`src/rtl/fifo_pkg.sv`:
```
// Shared definitions for the clk_a-side FIFO writers: default widths and
// the packer's state/phase encodings.
package fifo_pkg;

    localparam int BYTE_W     = 8;
    localparam int FIFO_WIDTH = 2 * BYTE_W;

    // Packer control state: accumulating data bytes, or owing a trailer word.
    typedef enum logic {
        ACC = 1'b0,
        TRL = 1'b1
    } state_t;

    // Which half of the next output word the incoming byte fills.
    typedef enum logic {
        HI = 1'b0,
        LO = 1'b1
    } phase_t;

endpackage

```
`src/rtl/fifo_byte_packer_if.sv`:
```
// Bundle of the byte-stream input, FIFO write port and packet status of the
// byte packer. master = stream source / FIFO side, slave = the packer.
interface fifo_byte_packer_if #(
    parameter int BYTE_W = 8,
    parameter int CNT_W  = 16
) ();

    logic [BYTE_W-1:0]   in_data;
    logic                in_valid;
    logic                in_last;
    logic                in_ready;
    logic                fifo_full;
    logic [2*BYTE_W-1:0] din_a;
    logic                wen_a;
    logic                pkt_done;
    logic [CNT_W-1:0]    pkt_count;

    modport master (
        output in_data, in_valid, in_last, fifo_full,
        input  in_ready, din_a, wen_a, pkt_done, pkt_count
    );

    modport slave (
        input  in_data, in_valid, in_last, fifo_full,
        output in_ready, din_a, wen_a, pkt_done, pkt_count
    );

endinterface

```
`src/rtl/fifo_out_slot.sv`:
```
// Single-entry output holding register in front of the dual-clock FIFO write
// port. A loaded word is held on din_a until the FIFO accepts it; a load may
// coincide with the drain of the previous word, so one word per cycle can be
// sustained while the FIFO is not full.
module fifo_out_slot #(
    parameter int W = 16
) (
    input  logic         clk_a,
    input  logic         rst,
    input  logic         load,
    input  logic [W-1:0] load_data,
    input  logic         fifo_full,
    output logic [W-1:0] din_a,
    output logic         wen_a,
    output logic         slot_free
);

    logic pend;

    // Write strobe is suppressed during reset so a discarded word never leaks out.
    assign wen_a     = pend && !fifo_full && !rst;
    assign slot_free = !pend || wen_a;

    // Hold register: load wins over drain so pend stays set with the new word.
    always_ff @(posedge clk_a) begin
        if (rst) begin
            pend  <= 1'b0;
            din_a <= {W{1'b0}};
        end else if (load) begin
            din_a <= load_data;
            pend  <= 1'b1;
        end else if (wen_a) begin
            pend  <= 1'b0;
        end else begin
            pend  <= pend;
        end
    end

endmodule

```
`src/rtl/fifo_byte_packer.sv`:
```
// Write-side feeder for the dual-clock 16-bit FIFO. Packs a framed byte
// stream into words (first byte in the high half), pads an odd final byte,
// optionally appends a byte-count trailer word per packet and writes the
// result through a single-entry output slot that respects fifo_full.
module fifo_byte_packer #(
    parameter int              BYTE_W     = 8,
    parameter logic [BYTE_W-1:0] PAD_BYTE = 8'h00,
    parameter bit              TRAILER_EN = 1'b1,
    parameter int              CNT_W      = 16
) (
    input  logic             clk_a,
    input  logic             rst,
    fifo_byte_packer_if.slave bus
);

    import fifo_pkg::*;

    localparam int WORD_W = 2 * BYTE_W;

    state_t              state;
    phase_t              phase;
    logic [BYTE_W-1:0]   hi_reg;
    logic [CNT_W-1:0]    byte_cnt;
    logic [CNT_W-1:0]    cnt_inc;
    logic [CNT_W-1:0]    pkt_count;
    logic                pkt_done;

    logic                in_ready;
    logic                accept;
    logic                slot_free;
    logic                load;
    logic [WORD_W-1:0]   load_data;
    logic                finish;

    // Saturating byte counter increment: stays at all-ones on overflow.
    always_comb begin
        if (&byte_cnt) begin
            cnt_inc = byte_cnt;
        end else begin
            cnt_inc = byte_cnt + CNT_W'(1'b1);
        end
    end

    // Ready: a high byte that does not end the packet only needs hi_reg; any
    // byte that completes a word needs the output slot to be free.
    always_comb begin
        in_ready = 1'b0;
        if (rst) begin
            in_ready = 1'b0;
        end else if (state == ACC) begin
            in_ready = slot_free || ((phase == HI) && !bus.in_last);
        end else begin
            in_ready = 1'b0;
        end
    end

    assign accept = bus.in_valid && in_ready;

    // Word assembly: decide what (if anything) is loaded into the slot this
    // cycle and whether that load completes the packet.
    always_comb begin
        load      = 1'b0;
        load_data = {WORD_W{1'b0}};
        finish    = 1'b0;
        case (state)
            ACC: begin
                if (accept && (phase == LO)) begin
                    load      = 1'b1;
                    load_data = {hi_reg, bus.in_data};
                    finish    = bus.in_last && !TRAILER_EN;
                end else if (accept && bus.in_last) begin
                    load      = 1'b1;
                    load_data = {bus.in_data, PAD_BYTE};
                    finish    = !TRAILER_EN;
                end else begin
                    load      = 1'b0;
                end
            end
            TRL: begin
                if (slot_free) begin
                    load      = 1'b1;
                    load_data = WORD_W'(byte_cnt);
                    finish    = 1'b1;
                end else begin
                    load      = 1'b0;
                end
            end
            default: begin
                load   = 1'b0;
                finish = 1'b0;
            end
        endcase
    end

    // Packing FSM: phase/state sequencing, byte count and packet statistics.
    always_ff @(posedge clk_a) begin
        if (rst) begin
            state     <= ACC;
            phase     <= HI;
            hi_reg    <= {BYTE_W{1'b0}};
            byte_cnt  <= {CNT_W{1'b0}};
            pkt_count <= {CNT_W{1'b0}};
            pkt_done  <= 1'b0;
        end else begin
            pkt_done <= finish;
            if (finish) begin
                byte_cnt  <= {CNT_W{1'b0}};
                pkt_count <= pkt_count + CNT_W'(1'b1);
                state     <= ACC;
                phase     <= HI;
            end else begin
                case (state)
                    ACC: begin
                        if (accept) begin
                            byte_cnt <= cnt_inc;
                            if (phase == HI) begin
                                hi_reg <= bus.in_data;
                                if (bus.in_last) begin
                                    state <= TRL;
                                    phase <= HI;
                                end else begin
                                    phase <= LO;
                                end
                            end else begin
                                phase <= HI;
                                if (bus.in_last) begin
                                    state <= TRL;
                                end else begin
                                    state <= ACC;
                                end
                            end
                        end else begin
                            state <= ACC;
                        end
                    end
                    TRL: begin
                        state <= TRL;
                    end
                    default: begin
                        state <= ACC;
                        phase <= HI;
                    end
                endcase
            end
        end
    end

    fifo_out_slot #(
        .W (WORD_W)
    ) u_slot (
        .clk_a     (clk_a),
        .rst       (rst),
        .load      (load),
        .load_data (load_data),
        .fifo_full (bus.fifo_full),
        .din_a     (bus.din_a),
        .wen_a     (bus.wen_a),
        .slot_free (slot_free)
    );

    assign bus.in_ready  = in_ready;
    assign bus.pkt_done  = pkt_done;
    assign bus.pkt_count = pkt_count;

endmodule

```
`src/flat_wrapper.sv`:
```
// flat-port wrapper written by rule: the top's interface ports become plain ports
module fifo_byte_packer_flat import fifo_pkg::*;
#(
    parameter int              BYTE_W     = 8,
    parameter logic [BYTE_W-1:0] PAD_BYTE = 8'h00,
    parameter bit              TRAILER_EN = 1'b1,
    parameter int              CNT_W      = 16
)
  (clk_a, rst, bus_in_data, bus_in_valid, bus_in_last, bus_fifo_full, bus_in_ready, bus_din_a, bus_wen_a, bus_pkt_done, bus_pkt_count);
  fifo_byte_packer_if #(.BYTE_W(BYTE_W), .CNT_W(CNT_W)) bus_i ();
  input  logic clk_a;
  input  logic rst;
  input wire logic [$bits(bus_i.in_data)-1:0] bus_in_data;
  input wire logic [$bits(bus_i.in_valid)-1:0] bus_in_valid;
  input wire logic [$bits(bus_i.in_last)-1:0] bus_in_last;
  input wire logic [$bits(bus_i.fifo_full)-1:0] bus_fifo_full;
  output wire logic [$bits(bus_i.in_ready)-1:0] bus_in_ready;
  output wire logic [$bits(bus_i.din_a)-1:0] bus_din_a;
  output wire logic [$bits(bus_i.wen_a)-1:0] bus_wen_a;
  output wire logic [$bits(bus_i.pkt_done)-1:0] bus_pkt_done;
  output wire logic [$bits(bus_i.pkt_count)-1:0] bus_pkt_count;
  assign bus_i.in_data = bus_in_data;
  assign bus_i.in_valid = bus_in_valid;
  assign bus_i.in_last = bus_in_last;
  assign bus_i.fifo_full = bus_fifo_full;
  assign bus_in_ready = bus_i.in_ready;
  assign bus_din_a = bus_i.din_a;
  assign bus_wen_a = bus_i.wen_a;
  assign bus_pkt_done = bus_i.pkt_done;
  assign bus_pkt_count = bus_i.pkt_count;
  fifo_byte_packer #(.BYTE_W(BYTE_W), .PAD_BYTE(PAD_BYTE), .TRAILER_EN(TRAILER_EN), .CNT_W(CNT_W)) u_core (.clk_a(clk_a), .rst(rst), .bus(bus_i));
endmodule
```
`config.mk`:
```
export PLATFORM = sky130hd
export DESIGN_NAME = fifo_byte_packer_flat
export DESIGN_NICKNAME = d
export VERILOG_FILES = /design/src/rtl/fifo_pkg.sv /design/src/rtl/fifo_byte_packer_if.sv /design/src/rtl/fifo_out_slot.sv /design/src/rtl/fifo_byte_packer.sv /design/src/flat_wrapper.sv
export SDC_FILE = /design/constraint.sdc
export NUM_CORES = 1
export LEC_CHECK = 0
export BUFFER_PORTS_ARGS = -buffer_cell sky130_fd_sc_hd__clkbuf_2
export CAP_MARGIN = 20
export CORE_ASPECT_RATIO = 1.25
export CORE_MARGIN = 2
export CORE_UTILIZATION = 55
export DETAILED_ROUTE_END_ITERATION = 7
export PLACE_DENSITY_LB_ADDON = 0.08
export SYNTH_ARGS = -nofsm -noshare
export SYNTH_HDL_FRONTEND = slang
export SYNTH_SLANG_ARGS = --single-unit
```
`constraint.sdc`:
```
create_clock -name clk_a -period 2.3 [get_ports clk_a]
set_input_delay 0.69 -clock clk_a [delete_from_list [all_inputs] [get_ports clk_a]]
set_output_delay 0.69 -clock clk_a [all_outputs]
set_load 0.02 [all_outputs]
```
# Word-level counts from Yosys, hierarchy flattened

Cells that the tools add are included.

Output and inout bits: 35
Logic and storage cells: 50
Input bits: 13
Bits in registers: 60

Bitwise gates (word level): 4
Add/subtract/negate cells: 2
Reduce and logical (&&, ||, !) cells: 18
Mux-type cells: 18

Operators by type and width:

| kind                                          | number |
|---|---|
| 2-to-1 mux 16 bit                             | 3 |
| adder 16 x 1 -> 16 bit, second input constant | 2 |
| one-hot mux 16 bit (2 select lines)           | 1 |
| AND reduction 16 bit                          | 1 |
| 2-to-1 mux 1 bit                              | 11 |
| logical AND 1 bit                             | 6 |
| one-hot mux 1 bit (2 select lines)            | 3 |
| logical NOT 1 bit                             | 4 |
| NOT 1 bit                                     | 4 |
| AND reduction 4 bit                           | 1 |
| AND reduction 3 bit                           | 1 |
| logical OR 1 bit                              | 2 |
| AND reduction 2 bit                           | 1 |
| nonzero test 2 bit                            | 1 |
| OR reduction 2 bit                            | 1 |

# Logic depth before layout (Yosys ltp)

Gate-level depths: netlist of run 1.

Depth after elaboration: 13
Gate-level depth with buffers: 7
Depth with buffers taken out: 5

# Cells and area by module

Synthesis of run 1 repeated with hierarchy kept, for this count alone.

Cells, all modules: 317
Area total of the unflattened synthesis: 2847.7 um^2

Modules (own cells, without submodules):

| module           | cells an instance | instances | area each (um^2) | sequential area each (um^2) |
|---|---|---|---|---|
| fifo_byte_packer | 260               | 1         | 2224.6           | 860.8 |
| fifo_out_slot    | 57                | 1         | 623.1            | 340.3 |

# Worst setup path after synthesis of run 1

OpenSTA, ideal clock, no wires.

Path type: input port to flip-flop
From: input rst
To: register u_core.byte_cnt[12]
Stages: 4
Path buffers: 0
Arrival: 2.041 ns
Library setup time: 0.070 ns
Data required time: 2.230 ns
Setup slack: 0.188 ns
Path through: or3b_4 > or3_4 > or4_1 > a21oi_1

Longest elaborated chain between the ends: 8
Elaborated cells between the ends (all ways): 11
Classes of those cells: 4 x mux; 7 x reduce/logical

Ends and longest elaborated chain:

| item                                 | RTL line                | RTL |
|---|---|---|
| start: declaration                   | flat_wrapper.sv:12      | `input logic rst;` |
| logical NOT 1 bit                    | fifo_out_slot.sv:21     | `assign wen_a = pend && !fifo_full && !rst;` |
| logical AND 1 bit                    | fifo_out_slot.sv:21     |  |
| logical OR 1 bit                     | fifo_out_slot.sv:22     | `assign slot_free = !pend \|\| wen_a;` |
| logical OR 1 bit                     | fifo_byte_packer.sv:51  | `in_ready = slot_free \|\| ((phase == HI) && !bus.in_last);` |
| 2-to-1 mux 1 bit                     | fifo_byte_packer.sv:50  | `end else if (state == ACC) begin` |
| 2-to-1 mux 1 bit                     | fifo_byte_packer.sv:48  | `if (rst) begin` |
| logical AND 1 bit                    | fifo_byte_packer.sv:57  | `assign accept = bus.in_valid && in_ready;` |
| AND reduction 3 bit (no source line) | n/a                     |  |
| end signal: assignment               | fifo_byte_packer.sv:101 | `byte_cnt <= {CNT_W{1'b0}};` |
| end signal: assignment               | fifo_byte_packer.sv:107 | `byte_cnt <= {CNT_W{1'b0}};` |
| end signal: assignment               | fifo_byte_packer.sv:115 | `byte_cnt <= cnt_inc;` |
| end: declaration                     | fifo_byte_packer.sv:23  | `logic [CNT_W-1:0] byte_cnt;` |

Parallel ways exist; a longest one is shown, timed or not.
A chain may end at the register's enable or synchronous reset.

# Worst setup path after layout of run 1

From: register u_core.phase
To: output bus_in_ready

Longest elaborated chain between the ends: 5

Ends and longest elaborated chain:

| item                     | RTL line                | RTL |
|---|---|---|
| start: declaration       | fifo_byte_packer.sv:21  | `phase_t phase;` |
| start signal: assignment | fifo_byte_packer.sv:99  | `phase <= HI;` |
| start signal: assignment | fifo_byte_packer.sv:110 | `phase <= HI;` |
| start signal: assignment | fifo_byte_packer.sv:120 | `phase <= HI;` |
| NOT 1 bit                | fifo_byte_packer.sv:51  |  |
| logical AND 1 bit        | fifo_byte_packer.sv:51  |  |
| logical OR 1 bit         | fifo_byte_packer.sv:51  |  |
| 2-to-1 mux 1 bit         | fifo_byte_packer.sv:50  |  |
| 2-to-1 mux 1 bit         | fifo_byte_packer.sv:48  |  |
| end: declaration         | flat_wrapper.sv:17      | `output wire logic [$bits(bus_i.in_ready)-1:0] bus_in_ready;` |

Every way passes these cells.

==> metrics.log, run 1 <==
INFO  metric insertedDiodeCount = 0
INFO  metric worst_path_fanout_max = 15
INFO  metric dp_hpwl = 5.061 mm
INFO  metric die-area = 0.005455 mm2
INFO  metric path_cells = o211a_1 -> nor3_1 -> clkbuf_2
INFO  metric max-cap-violations = 0
INFO  metric synth_compound_gate_area_share = 21.64%
INFO  metric ctsResizeCount = 0
INFO  metric crit_path_arrival_time = about 1.5 ns
INFO  metric critical_path.startpoint_type = register
INFO  metric cts_sinks = 60
INFO  metric layout_min_cycle_time = 2.207 ns
INFO  metric finalWeightedCongestion = 0.8674
INFO  metric grt_util_all_layers = 27.37%
INFO  metric power_per_cell_area = about 630 mW/mm2
INFO  metric cellInternalPower = about 1.5 mW
INFO  metric synth_edf_count = 0
INFO  metric synthArstFlopShare = 0%
INFO  metric synth-seq-cells = 60
INFO  metric hold_viol = 0
INFO  metric finalMaxSlewViolations = 0
INFO  metric clock_insertion_delay_worst_skew = 0.33 ns
INFO  metric total_negative_setup_slacks = 0 ns
INFO  metric maximum_number_of_pins_on_one_net_before_global_route_repair = 34
INFO  metric synthesis.instances = between 300 and 400
INFO  metric synth_top_family_by_area = simple AND/OR/NAND/NOR gates
INFO  metric syn2layout_area_growth = 20.94%
INFO  metric dpl_cell_area = 0.003088 mm2
INFO  metric layout.cells.most_common_list = 60 x dfxtp_1, 47 x clkbuf_2, 43 x nand2_1
INFO  metric port_buffers = 47
INFO  metric share_seq_of_total_power = 53.4%
INFO  metric clk_pin_slew_worst_paths = 0.06 ns
INFO  metric layout_top_registers = u_core.bus.pkt_count (16), u_core.byte_cnt (16), u_core.u_slot.din_a (16)
INFO  metric synth_adder_area_share = 0.9328%
INFO  metric synthSimpleGateAreaFrac = 25.14%
INFO  metric netsw = approximately 0.51 mW
INFO  metric hold_ws = 0.4755 ns
INFO  metric gr-total-overflow = 0
INFO  metric layout.nets = approximately 390
INFO  metric tightestPinTransition = 0.5105 ns
INFO  metric yosysWarnings = 0
INFO  metric boundaryPins = 48
INFO  metric die-height = 82.08 um
INFO  metric number_of_antenna_violations_at_the_first_check_in_global_routing = 0
INFO  metric final-setup-viol-count = 0
INFO  metric rows = 28
INFO  metric first_global_vias = 2416
INFO  metric timing.critical_path.to_type = output port
INFO  metric ir_worst_vdd = 0.0003717 V
INFO  metric synth.area.mux_share = 1.866%
INFO  metric coreArea = 0.004730 mm2
INFO  metric clock_tree.root_cell = clkbuf_8
INFO  metric grt_setup_unrepaired = false
INFO  metric hold_path_class = reg -> reg
INFO  metric timing.critical_path.slowest_stage_cell = dfxtp_1
INFO  metric comb_power_share = 8.7%
INFO  metric floorplan.initialDensity = 56.72%
INFO  metric synthesis.area = approximately 0.0027 mm2
INFO  metric numCtsBuffers = 9
INFO  metric post_route_cells_drive_above_1_share = 23.94%
INFO  metric via_count = ~2600
INFO  metric postCtsSetupRepairBufs = 0
INFO  metric detailedRoute.firstPassIterationCount = 5
INFO  metric drc_errors = 0
INFO  metric critPathKind = reg -> out
INFO  metric synthFlopType = dfxtp_1
INFO  metric finalCritPeriodShare = 95.94%
INFO  metric layout_commonest_cell = dfxtp_1
INFO  metric synth.lib_cells_used.distinct = 44
INFO  metric vias_per_cell = between 6 and 7
INFO  metric fin_clk_skew = 0.005204 ns
INFO  metric drt_wirelength = 7.019 mm
INFO  metric finalInstanceArea = 0.003244 mm2
INFO  metric post_synth_main_area_contributors = dfxtp_1 45%, nand2_1 6.0%, a21oi_1 5.0%
INFO  metric fraction_of_synthesized_cell_area_taken_by_the_top_area_cell_type = 44.78%
INFO  metric tritoncts = done
INFO  metric fill_cells = 407
INFO  metric postSynthNetCount = 326
INFO  metric max-slew-margin-rel = 65.92%
INFO  metric p_sw_share = 24.81%
INFO  metric hold_buffers = 0
INFO  metric clock_tree.buffer_depth = 2
INFO  metric max_freq = 453.2 MHz
INFO  metric synth_area_leader_cell = dfxtp_1
INFO  metric synth_xor_xnor_area_share = between 2 and 3%
INFO  metric grt_pass1_wl = 11.31 mm
INFO  metric avgSynthCellArea = 8.626 um2
INFO  metric die_width = between 60 and 70 um
INFO  metric postRouteAntennaNets = 0
INFO  metric detail_route.iter0.violations = 254
INFO  metric pwr-share-clk = 38.0%
INFO  metric htree_num_levels = 3
INFO  metric worst-endpoint-required = 1.61 ns
INFO  metric outcome = complete, no violations
INFO  metric slack_of_the_worst_reg_to_reg_path = roughly 0.37 ns
INFO  metric critPathTopFamily = flip-flops
INFO  metric static-leakage-power = 1.201 nW
INFO  metric path_buf_inv = 1
INFO  metric wl_per_cell = 16.10 um
INFO  metric register_area_share_after_synthesis = 44.78%
INFO  metric cp_slowest_stage_delay = 0.47 ns
[cells in the mapped netlist, drive strengths merged, types with 8 or more instances]
cell and count:
a21oi 27, or4 14, dfxtp 60, nand2 43, a31oi 9, clkbuf 13
o31ai 12, a222oi 8, a22oi 8, o21ai 12, nand3 9, nor2 22
[routing by layer]
metal  share of wire (%)  vias up  GRT usage [%]
li1                    -     1300              -
met1                  42     1255          30.61
met2                  51       73          47.90
met3                 5.0       10          9.178
met4                 1.5        0          10.20
met5                   0        -              0
[cell type report]
type	instances	area, um2	area share [%]
repair buffers	69	400.4	12.34
multi-input cells	230	1400	43.15
inverters	3	11.26	0.3471
well taps	60	75.07	2.314
clock inverters	3	15.01	0.4628
flip-flops and latches	60	1201	37.02
clock buffers	11	141.4	4.358
[worst min-delay path, stage by stage (launching register included)]
cell and delay [ns]:
dfxtp_1 0.31, nand2_1 0.05, a31oi_1 0.06
[final timing paths]
| check | start | end | cells after the start |
|---|---|---|---|
| max | u_core.phase$_SDFFE_PP0P_ | bus_in_ready | 3 |
| min | u_core.hi_reg[2]$_SDFFE_PP0P_ | u_core.u_slot.din_a[10]$_SDFFE_PP0P_ | 2 |
| max reg2reg | u_core.state$_SDFF_PP0_ | u_core.byte_cnt[12]$_SDFFE_PP0P_ | 4 |
| min reg2reg | u_core.hi_reg[2]$_SDFFE_PP0P_ | u_core.u_slot.din_a[10]$_SDFFE_PP0P_ | 2 |
[kinds of logic after synthesis]
logic type / count (synthesis)
AND/OR/NAND/NOR: 127
multiplexers: 5
XOR/XNOR: 8
flip-flops: 60
adder cells (fa/ha/maj): 2
AO/OA/AOI/OAI: 88
buffers and inverters: 21
[power groups by stage]
stage          clock [mW]  sequential (mW)  combinational, mW
4_1_cts             0.792             1.09              0.176
5_1_grt             0.842             1.09              0.191
3_3_place_gp            0             1.11              0.172
3_5_place_dp            0             1.11              0.175
6_report            0.774             1.09              0.177
2_1_floorplan           0             1.11             0.0942
[per-stage QoR]
stage | util [%] | power, mW | worst slack, ns | cells
after global routing | 68.60 | 2.125 | 0.04055 | 436
after detailed placement | 65.29 | 1.286 | 0.05269 | 422
after global placement | 65.29 | 1.282 | 0.07624 | 422
final | 68.60 | 2.040 | 0.09348 | 436
after floorplan | - | 1.206 | 0.1884 | 311
after CTS | 68.60 | 2.056 | 0.09195 | 436
No activity file was read; power rests on OpenSTA's default activity.
==> inputs of run 2 (changes only) <==
Settings changed: CELL_PAD_IN_SITES_DETAIL_PLACEMENT set to 1, CELL_PAD_IN_SITES_GLOBAL_PLACEMENT set to 1, CORE_UTILIZATION 55 to 41.
==> run 2 against run 1 <==
Flip-flop and latch count unchanged. Hold slack got worse by 0.0015 ns. Design area increased by 2.6%. Setup slack better by 0.012 ns. Clock skew rose by 0.0041 ns. Largest cell class unchanged. Largest power group unchanged.
==> metrics.log, run 2 (same netlist as run 1, synthesis figures left out) <==
INFO  metric netsw = ~0.54 mW
INFO  metric clock_tree.buffer_depth = 2
INFO  metric p_sw_share = 25.06%
INFO  metric comb_power_share = 8.6%
INFO  metric ir_worst_vdd = between 0.0004 and 0.0005 V
INFO  metric static-leakage-power = approximately 1.2 nW
INFO  metric floorplan.initialDensity = a little over two fifths
INFO  metric share_seq_of_total_power = 49.9%
INFO  metric worst_path_fanout_max = 5
INFO  metric number_of_antenna_violations_at_the_first_check_in_global_routing = 0
INFO  metric postRouteAntennaNets = 0
INFO  metric maximum_number_of_pins_on_one_net_before_global_route_repair = 35
INFO  metric layout.core_utilization = 53.29%
INFO  metric fin_clk_skew = 0.009306 ns
INFO  metric finalMaxSlewViolations = 0
INFO  metric port_buffers = 47
INFO  metric fill_cells = 796
INFO  metric first_global_vias = 2721
INFO  metric htree_num_levels = 3
INFO  metric worst-endpoint-required = between 1.5 and 2 ns
INFO  metric pwr-share-clk = 41.6%
INFO  metric clk_pin_slew_worst_paths = 0.07 ns
INFO  metric layout.nets = 388
INFO  metric layout_commonest_cell = dfxtp_1
INFO  metric max-cap-violations = 0
INFO  metric max-slew-margin-rel = 62.53%
INFO  metric vias_per_cell = 5.834
INFO  metric critical_path.startpoint_type = input pin
INFO  metric grt_pass1_wl = 13.63 mm
INFO  metric critPathKind = in -> out
INFO  metric final-instance-count-excl-fill = 463
INFO  metric timing.critical_path.slowest_stage_cell = o211a_1
INFO  metric max_freq = ~460 MHz
INFO  metric insertedDiodeCount = 0
INFO  metric grt_util_all_layers = 23.94%
INFO  metric tightestPinTransition = 0.5620 ns
INFO  metric gr-total-overflow = 0
INFO  metric post_route_cells_drive_above_1_share = 24.07%
INFO  metric finalWeightedCongestion = 0.8480
INFO  metric tritoncts = done
INFO  metric postCtsSetupRepairBufs = 0
INFO  metric detailedRoute.firstPassIterationCount = 4
INFO  metric layout_min_cycle_time = between 2 and 2.5 ns
INFO  metric die_width = between 70 and 80 um
INFO  metric cts_sinks = 60
INFO  metric die-height = 94.44 um
INFO  metric outcome = complete, no violations
INFO  metric dp_hpwl = between 5 and 6 mm
INFO  metric path_cells = clkbuf_2 -> o211a_1 -> nor3_1 -> clkbuf_2
INFO  metric syn2layout_area_growth = 24.07%
INFO  metric slack_of_the_worst_reg_to_reg_path = 0.31 ns
INFO  metric final-setup-viol-count = 0
INFO  metric wl_per_cell = around 17 um
INFO  metric placed_cells_incl_taps = 447
INFO  metric clock_tree.root_cell = clkbuf_8
INFO  metric path_buf_inv = 2
INFO  metric grt_setup_unrepaired = false
INFO  metric timing.critical_path.to_type = output port
INFO  metric layout.cells.most_common_list = 60 x dfxtp_1, 47 x clkbuf_2, 43 x nand2_1
INFO  metric critPathTopFamily = buffers and inverters
INFO  metric finalCritPeriodShare = 95.43%
INFO  metric cp_slowest_stage_delay = 0.27 ns
INFO  metric boundaryPins = 48
INFO  metric hold_path_class = reg -> reg
INFO  metric drt_wirelength = 8.094 mm
INFO  metric rows = 32
INFO  metric layout_top_registers = u_core.bus.pkt_count (16), u_core.byte_cnt (16), u_core.u_slot.din_a (16)
INFO  metric power_per_cell_area = 653.1 mW/mm2
INFO  metric drc_errors = 0
INFO  metric total_negative_setup_slacks = 0 ns
INFO  metric hold_viol = 0
INFO  metric cellInternalPower = 1.629 mW
INFO  metric crit_path_arrival_time = 1.50 ns
INFO  metric detail_route.iter0.violations = 172
INFO  metric coreArea = ~0.0062 mm2
INFO  metric crit_path_frequent_cell = clkbuf_2
INFO  metric via_count = 2701
INFO  metric clock_insertion_delay_worst_skew = 0.34 ns
INFO  metric ctsResizeCount = 0
INFO  metric numCtsBuffers = 9
INFO  metric report.power.total = around 2.2 mW
INFO  metric die-area = 0.007210 mm2
INFO  metric hold_buffers = 0
==> run 2: changes by cell type in the layout (fill, tap and decap cells not counted), sizes merged <==
cell      previous run  this run
bufinv               0         1
clkinvlp             0         1
==> run 2: cell type report <==
| cell class | instances | area, um2 | area share, % |
|---|---|---|---|
| clock buffer | 11 | 131.4 | 3.947 |
| multi-input combinational | 230 | 1400 | 42.07 |
| tap | 85 | 106.4 | 3.195 |
| clock inverter | 5 | 52.55 | 1.579 |
| sequential | 60 | 1201 | 36.09 |
| timing repair buffer | 69 | 425.4 | 12.78 |
| inverter | 3 | 11.26 | 0.3383 |
==> run 2: per-layer routing <==
layer / track usage (%) / routed length [um]
met5: 0 / 0
met1: 27.36 / 3415
met4: 12.42 / 133
met3: 4.685 / 367
met2: 42.63 / 4178
==> run 2: path summary, 6_finish.rpt <==
path | from | endpoint | cells after the start
worst max-delay path | bus_in_last | bus_in_ready | 4
worst min-delay path | u_core.hi_reg[0]$_SDFFE_PP0P_ | u_core.u_slot.din_a[8]$_SDFFE_PP0P_ | 2
worst max register to register | u_core.state$_SDFF_PP0_ | u_core.byte_cnt[12]$_SDFFE_PP0P_ | 4
worst min register to register | u_core.hi_reg[0]$_SDFFE_PP0P_ | u_core.u_slot.din_a[8]$_SDFFE_PP0P_ | 2
==> run 2: tightest hold or removal path: cells and delay by family, from the launching register on <==
family / cells / cell delay [ns]
flops: 1 / 0.31
compound gates: 1 / 0.07
simple gates: 1 / 0.05
==> run 2: power by group through the flow <==
stage | sequential (mW) | combinational (mW) | clock, mW
6_report | 1.08 | 0.186 | 0.903
5_1_grt | 1.09 | 0.206 | 0.973
4_1_cts | 1.08 | 0.189 | 0.923
3_5_place_dp | 1.11 | 0.187 | 0
3_3_place_gp | 1.11 | 0.183 | 0
2_1_floorplan | 1.11 | 0.0942 | 0
==> run 2: stage by stage <==
step	hold WS, ns	setup WS, ns	area (um2)
after detailed placement	0.4689	0.02775	3144
after global placement	0.4602	0.07569	3144
final	0.4740	0.1051	3328
after floorplan	0.4519	0.1884	2683
after global routing	0.4969	0.03392	3328
after CTS	0.4798	0.06937	3328
